`config.mk`:
```
export PLATFORM = sky130hd
export DESIGN_NAME = seq_magnitude_compare
export DESIGN_NICKNAME = d
export VERILOG_FILES = /design/src/rtl/seq_magnitude_compare.sv
export SDC_FILE = /design/constraint.sdc
export NUM_CORES = 1
export LEC_CHECK = 0
export BUFFER_PORTS_ARGS = -buffer_cell sky130_fd_sc_hd__buf_2
export CAP_MARGIN = 20
export CORE_ASPECT_RATIO = 1.25
export CORE_UTILIZATION = 46
export DETAILED_ROUTE_END_ITERATION = 6
export GPL_ROUTABILITY_DRIVEN = 1
export PLACE_DENSITY_LB_ADDON = 0.12
export SLEW_MARGIN = 25
export SYNTH_ARGS = -nofsm -noshare
export SYNTH_HDL_FRONTEND = slang
export SYNTH_SLANG_ARGS = --single-unit
export TNS_END_PERCENT = 100
```
`constraint.sdc`:
```
create_clock -name clk -period 1.7 [get_ports clk]
set_input_delay 0.17 -clock clk [delete_from_list [all_inputs] [get_ports clk]]
set_output_delay 0.17 -clock clk [all_outputs]
set_load 0.005 [all_outputs]
```
`src/rtl/seq_magnitude_compare.sv`:
```
// Multi-cycle magnitude comparator: walks DIGIT-bit digits MSB first and stops
// at the first unequal digit. The result flags are registered and held until the next result.
module seq_magnitude_compare #(
  parameter int WIDTH = 8,
  parameter int DIGIT = 2
) (
  input  logic             clk,
  input  logic             reset,
  input  logic             start,
  input  logic             signed_mode,
  input  logic [WIDTH-1:0] a,
  input  logic [WIDTH-1:0] b,
  output logic             busy,
  output logic             done,
  output logic             a_gt_b,
  output logic             a_eq_b,
  output logic             a_lt_b,
  output logic             a_geq_b
);

  localparam int N     = WIDTH / DIGIT;
  localparam int CNT_W = (N > 1) ? $clog2(N) : 1;

  typedef enum logic [1:0] {
    IDLE = 2'd0,
    RUN  = 2'd1,
    FIN  = 2'd2
  } state_t;

  state_t           state, state_nxt;
  logic [WIDTH-1:0] sh_a, sh_b;
  logic [CNT_W-1:0] cnt;
  logic [DIGIT-1:0] dig_a, dig_b;
  logic             last_digit;
  logic             decide;
  logic             accept;

  // ---------------------------------------------------------------------------
  // Digit comparison terms shared by the FSM and the datapath
  // ---------------------------------------------------------------------------
  always_comb begin
    dig_a      = sh_a[WIDTH-1 -: DIGIT];
    dig_b      = sh_b[WIDTH-1 -: DIGIT];
    last_digit = (cnt == CNT_W'(N - 1));
    decide     = (dig_a != dig_b) || last_digit;
    // A new compare can be accepted from IDLE and also from FIN (back-to-back).
    accept     = start && (state != RUN);
  end

  // ---------------------------------------------------------------------------
  // FSM: state register / next-state / outputs
  // ---------------------------------------------------------------------------
  // NOTE: sequential state uses non-blocking assignments so every register
  // samples pre-edge values; combinational blocks use blocking with defaults first.
  always_ff @(posedge clk) begin
    if (reset) state <= IDLE;
    else       state <= state_nxt;
  end

  always_comb begin
    state_nxt = state;
    unique case (state)
      IDLE:    if (start) state_nxt = RUN;
      RUN:     if (decide) state_nxt = FIN;
      FIN:     state_nxt = start ? RUN : IDLE;
      default: state_nxt = IDLE;
    endcase
  end

  always_comb begin
    busy = (state == RUN);
    done = (state == FIN);
  end

  // ---------------------------------------------------------------------------
  // Operand shift registers
  // ---------------------------------------------------------------------------
  // NOTE: the shift registers are deliberately left without reset; they are
  // always loaded on accept before RUN reads them, so reset would only add fan-out.
  always_ff @(posedge clk) begin
    if (accept) begin
      // Flipping the sign bit maps two's-complement order onto unsigned order.
      sh_a <= {a[WIDTH-1] ^ signed_mode, a[WIDTH-2:0]};
      sh_b <= {b[WIDTH-1] ^ signed_mode, b[WIDTH-2:0]};
    end else if (state == RUN && !decide) begin
      sh_a <= sh_a << DIGIT;
      sh_b <= sh_b << DIGIT;
    end
  end

  always_ff @(posedge clk) begin
    if (reset)                         cnt <= '0;
    else if (accept)                   cnt <= '0;
    else if (state == RUN && !decide)  cnt <= cnt + CNT_W'(1);
  end

  // ---------------------------------------------------------------------------
  // Result flags: updated only on the edge that enters FIN
  // ---------------------------------------------------------------------------
  always_ff @(posedge clk) begin
    if (reset) begin
      a_gt_b  <= 1'b0;
      a_eq_b  <= 1'b0;
      a_lt_b  <= 1'b0;
      a_geq_b <= 1'b0;
    end else if (state == RUN && decide) begin
      a_gt_b  <= (dig_a >  dig_b);
      a_eq_b  <= (dig_a == dig_b);
      a_lt_b  <= (dig_a <  dig_b);
      a_geq_b <= (dig_a >= dig_b);
    end
  end

endmodule

```
==> impl_metrics.tcl <==
set metrics [dict create \
    status "completed" \
    cap_violations 0 \
    reg2reg_slack_ns 0.09 \
    placedCellCount 138 \
    grt_antenna_before_repair 0 \
    drt_iter0_drc 4 \
    ctsRootBufferMaster "clkbuf_4" \
    drc 0 \
    dieArea_um2 2631 \
    cts_hold_buffers 0 \
    synth.most_common_cell "edfxtp_1" \
    num_antenna_cells 0 \
    nets 135 \
    htreeDepth 1 \
    crit_start "sh_b[6]" \
    r2r-end "sh_a[1]" \
    clockBufferDepth 2 \
    slew_violations 0 \
    rr_worst_depth 5 \
    period_share 0.9488 \
    synth_cells 82 \
    vias_per_cell 5.070 \
    async_flop_share 0 \
    critPathMaxStageDelay_ns 0.39 \
    io_pins 26 \
    worstSetupStartpointType "flop" \
    cts_tree "done" \
    postSynthAreaPerCell_um2 13.63 \
    grt_max_degree 17 \
    ys_seq_area_frac 0.5733 \
    finalSetupViolCount 0 \
    critical_path_class "reg -> reg" \
    path_clk_slew_ns 0.12 \
    cts_made_buffers 3 \
    cp-end-kind "flop" \
    core_area_um2 2258 \
    place.gp.congestion 0.7098 \
    syn_to_final_growth_pct 18.03 \
    clock_latency_ns 0.31 \
    synth_top_area_share 0.4300 \
    tightest_slew_ns 0.2925 \
    crit_family "simple AND/OR/NAND/NOR gates" \
    path_depth 5 \
    cp.required_ns 1.74 \
    syn_area_um2 1117 \
    postCtsSetupBuffers 0 \
    ys_top_cells_by_count "edfxtp_1 (16), mux2_4 (9), dfxtp_1 (8)" \
    fin_ws_ns 0.08707 \
    num_vias 720 \
    drive_above_1_share 0.4234 \
    die_width_um 46.08 \
    synth_nets 105 \
    cts.sinks 24 \
    place_ws_ns 0.08910 \
    die_h_um 57.10 \
    reg2reg_from "sh_b[6]" \
    post-route-util 0.5839 \
    start_util 0.4947 \
    synth_top_flop_cell "edfxtp_1" \
    max_slew_margin 0.8050 \
    timing.fmax_mhz 620.0 \
    rows 19 \
    ir_drop_mv 0.6273 \
    crit_chain "ha_1 > and3b_2 > nand2_1 > nand2_2 > buf_12" \
    ys_top_cells_by_area "edfxtp_1 (43%), dfxtp_1 (14%), mux2_4 (12%), ha_1 (3.4%), a21oi_1 (3.1%)" \
    ys_seq_elements 24 \
    synth.distinct_cells 28 \
    synth-edff-count 16 \
    p_leak_nw 0.6007 \
    grt-ovfl-total 0 \
    crit_path_top_delay_cell "edfxtp_1" \
    arrival_ns 1.65 \
    grt_pass1_wl_um 2615 \
    hold_path.class "in -> reg" \
    antenna_left 0 \
    dr.pass1.iters 4 \
    finClkSkew_ns 0.001884 \
    hpwl_um 1271 \
    worstPathMaxFanout 16 \
    ys_warn_count 0 \
    fin_cells 142 \
    portBuffers 25 \
    cts_resized 0 \
    drt_wl_total_um 1696 \
    min_period_ns 1.613 \
    crit_end "sh_a[1]" \
    yosysTopAreaCell "edfxtp_1" \
    post_drt_wl_per_cell_um 11.94 \
    grtUsageTotal 0.1413 \
    cellPowerDensity_nw_per_um2 938.8 \
    cp.buffers_inverters 1 \
    rsz0062_at_grt "false" \
    fin_setup_tns_ns 0 \
    grt_pass1_vias 666 \
    finalHoldViolCount 0 \
]
worst min-delay path by stage:
stage               startpoint  endpoint  slack, ns  cells past startpoint
floorplan                reset  state[0]       0.24                      1
global placement         reset   a_geq_b       0.44                      2
detailed placement       reset  state[0]       0.43                      2
CTS                      reset  state[0]       0.09                      2
global route             reset  state[0]        0.1                      2
finish                   reset   a_geq_b       0.10                      2
sequential cells by signal, indices dropped and copies added, names as in the netlist:
| register | flops |
|---|---|
| a_eq_b | 1 |
| a_geq_b | 1 |
| a_gt_b | 1 |
| a_lt_b | 1 |
| cnt | 2 |
| sh_a | 8 |
| sh_b | 8 |
| state | 2 |
logic make-up (layout without fill, tap and decap cells):
| family | Yosys count | count (layout) | synth area share |
|---|---|---|---|
| and+or+nand+nor | 20 | 20 | 0.1142 |
| AOI/OAI and AO/OA | 14 | 14 | 0.07839 |
| xor gates and xnor gates | 2 | 2 | 0.01568 |
| adders and majority gates | 3 | 3 | 0.03360 |
| buffers and inverters | 7 | 36 | 0.03360 |
| muxes | 12 | 12 | 0.1512 |
| DFF | 24 | 24 | 0.5733 |
worst reg2reg max path, stage by stage, from the launching register on:
cell	delay, ns
edfxtp_1	0.39
ha_1	0.35
and3b_2	0.25
nand2_1	0.10
nand2_2	0.10
buf_12	0.15
area by class of cell:
class                   instances  area [µm²]
multi-input cells              51       441.7
repair buffers                 27       152.6
clock buffers                   4       26.28
inverters                       5       18.77
well taps                      31       38.79
fillers                       186       939.7
flip-flops and latches         24       640.6
cells in the final DEF, fill, tap and decap left out:
master,n
a211oi_1,1
a21o_1,1
a21oi_1,7
a31o_1,1
and3_1,4
and3b_2,1
buf_12,1
buf_2,25
buf_4,1
clkbuf_1,1
clkbuf_4,3
dfxtp_1,8
edfxtp_1,16
ha_1,3
inv_1,5
mux2_2,3
mux2_4,9
nand2_1,4
nand2_2,1
nand2_4,1
nand2b_1,1
nand2b_4,1
nand3_1,1
nand3b_2,1
nor2_1,1
nor2b_1,1
nor3_1,2
o211a_1,1
o21ai_0,2
o32ai_1,1
or3_1,1
xor2_1,2
per-stage QoR:
step / hold WS, ns / cell area [µm²] / power [mW]
after floorplan: 0.2391 / 1120 / 0.9127
after global placement: 0.4425 / 1292 / 0.9962
after detailed placement: 0.4306 / 1292 / 1.003
after CTS: 0.09219 / 1319 / 1.254
after global routing: 0.09689 / 1319 / 1.300
final: 0.1010 / 1319 / 1.238
routing by layer:
layer | up-vias | track usage | routed length (µm)
li1 | 358 | - | -
met1 | 336 | 0.1432 | 697
met2 | 22 | 0.2575 | 887
met3 | 4 | 0.02532 | 77
met4 | 0 | 0.07563 | 34
met5 | - | 0 | 0
power breakdown:
group | switching (mW) | internal [mW] | leakage [nW]
logic | 0.128 | 0.138 | 0.364
registers | 0.0189 | 0.699 | 0.222
clock network | 0.162 | 0.0916 | 0.0150
No activity file was read; power rests on OpenSTA's default activity.
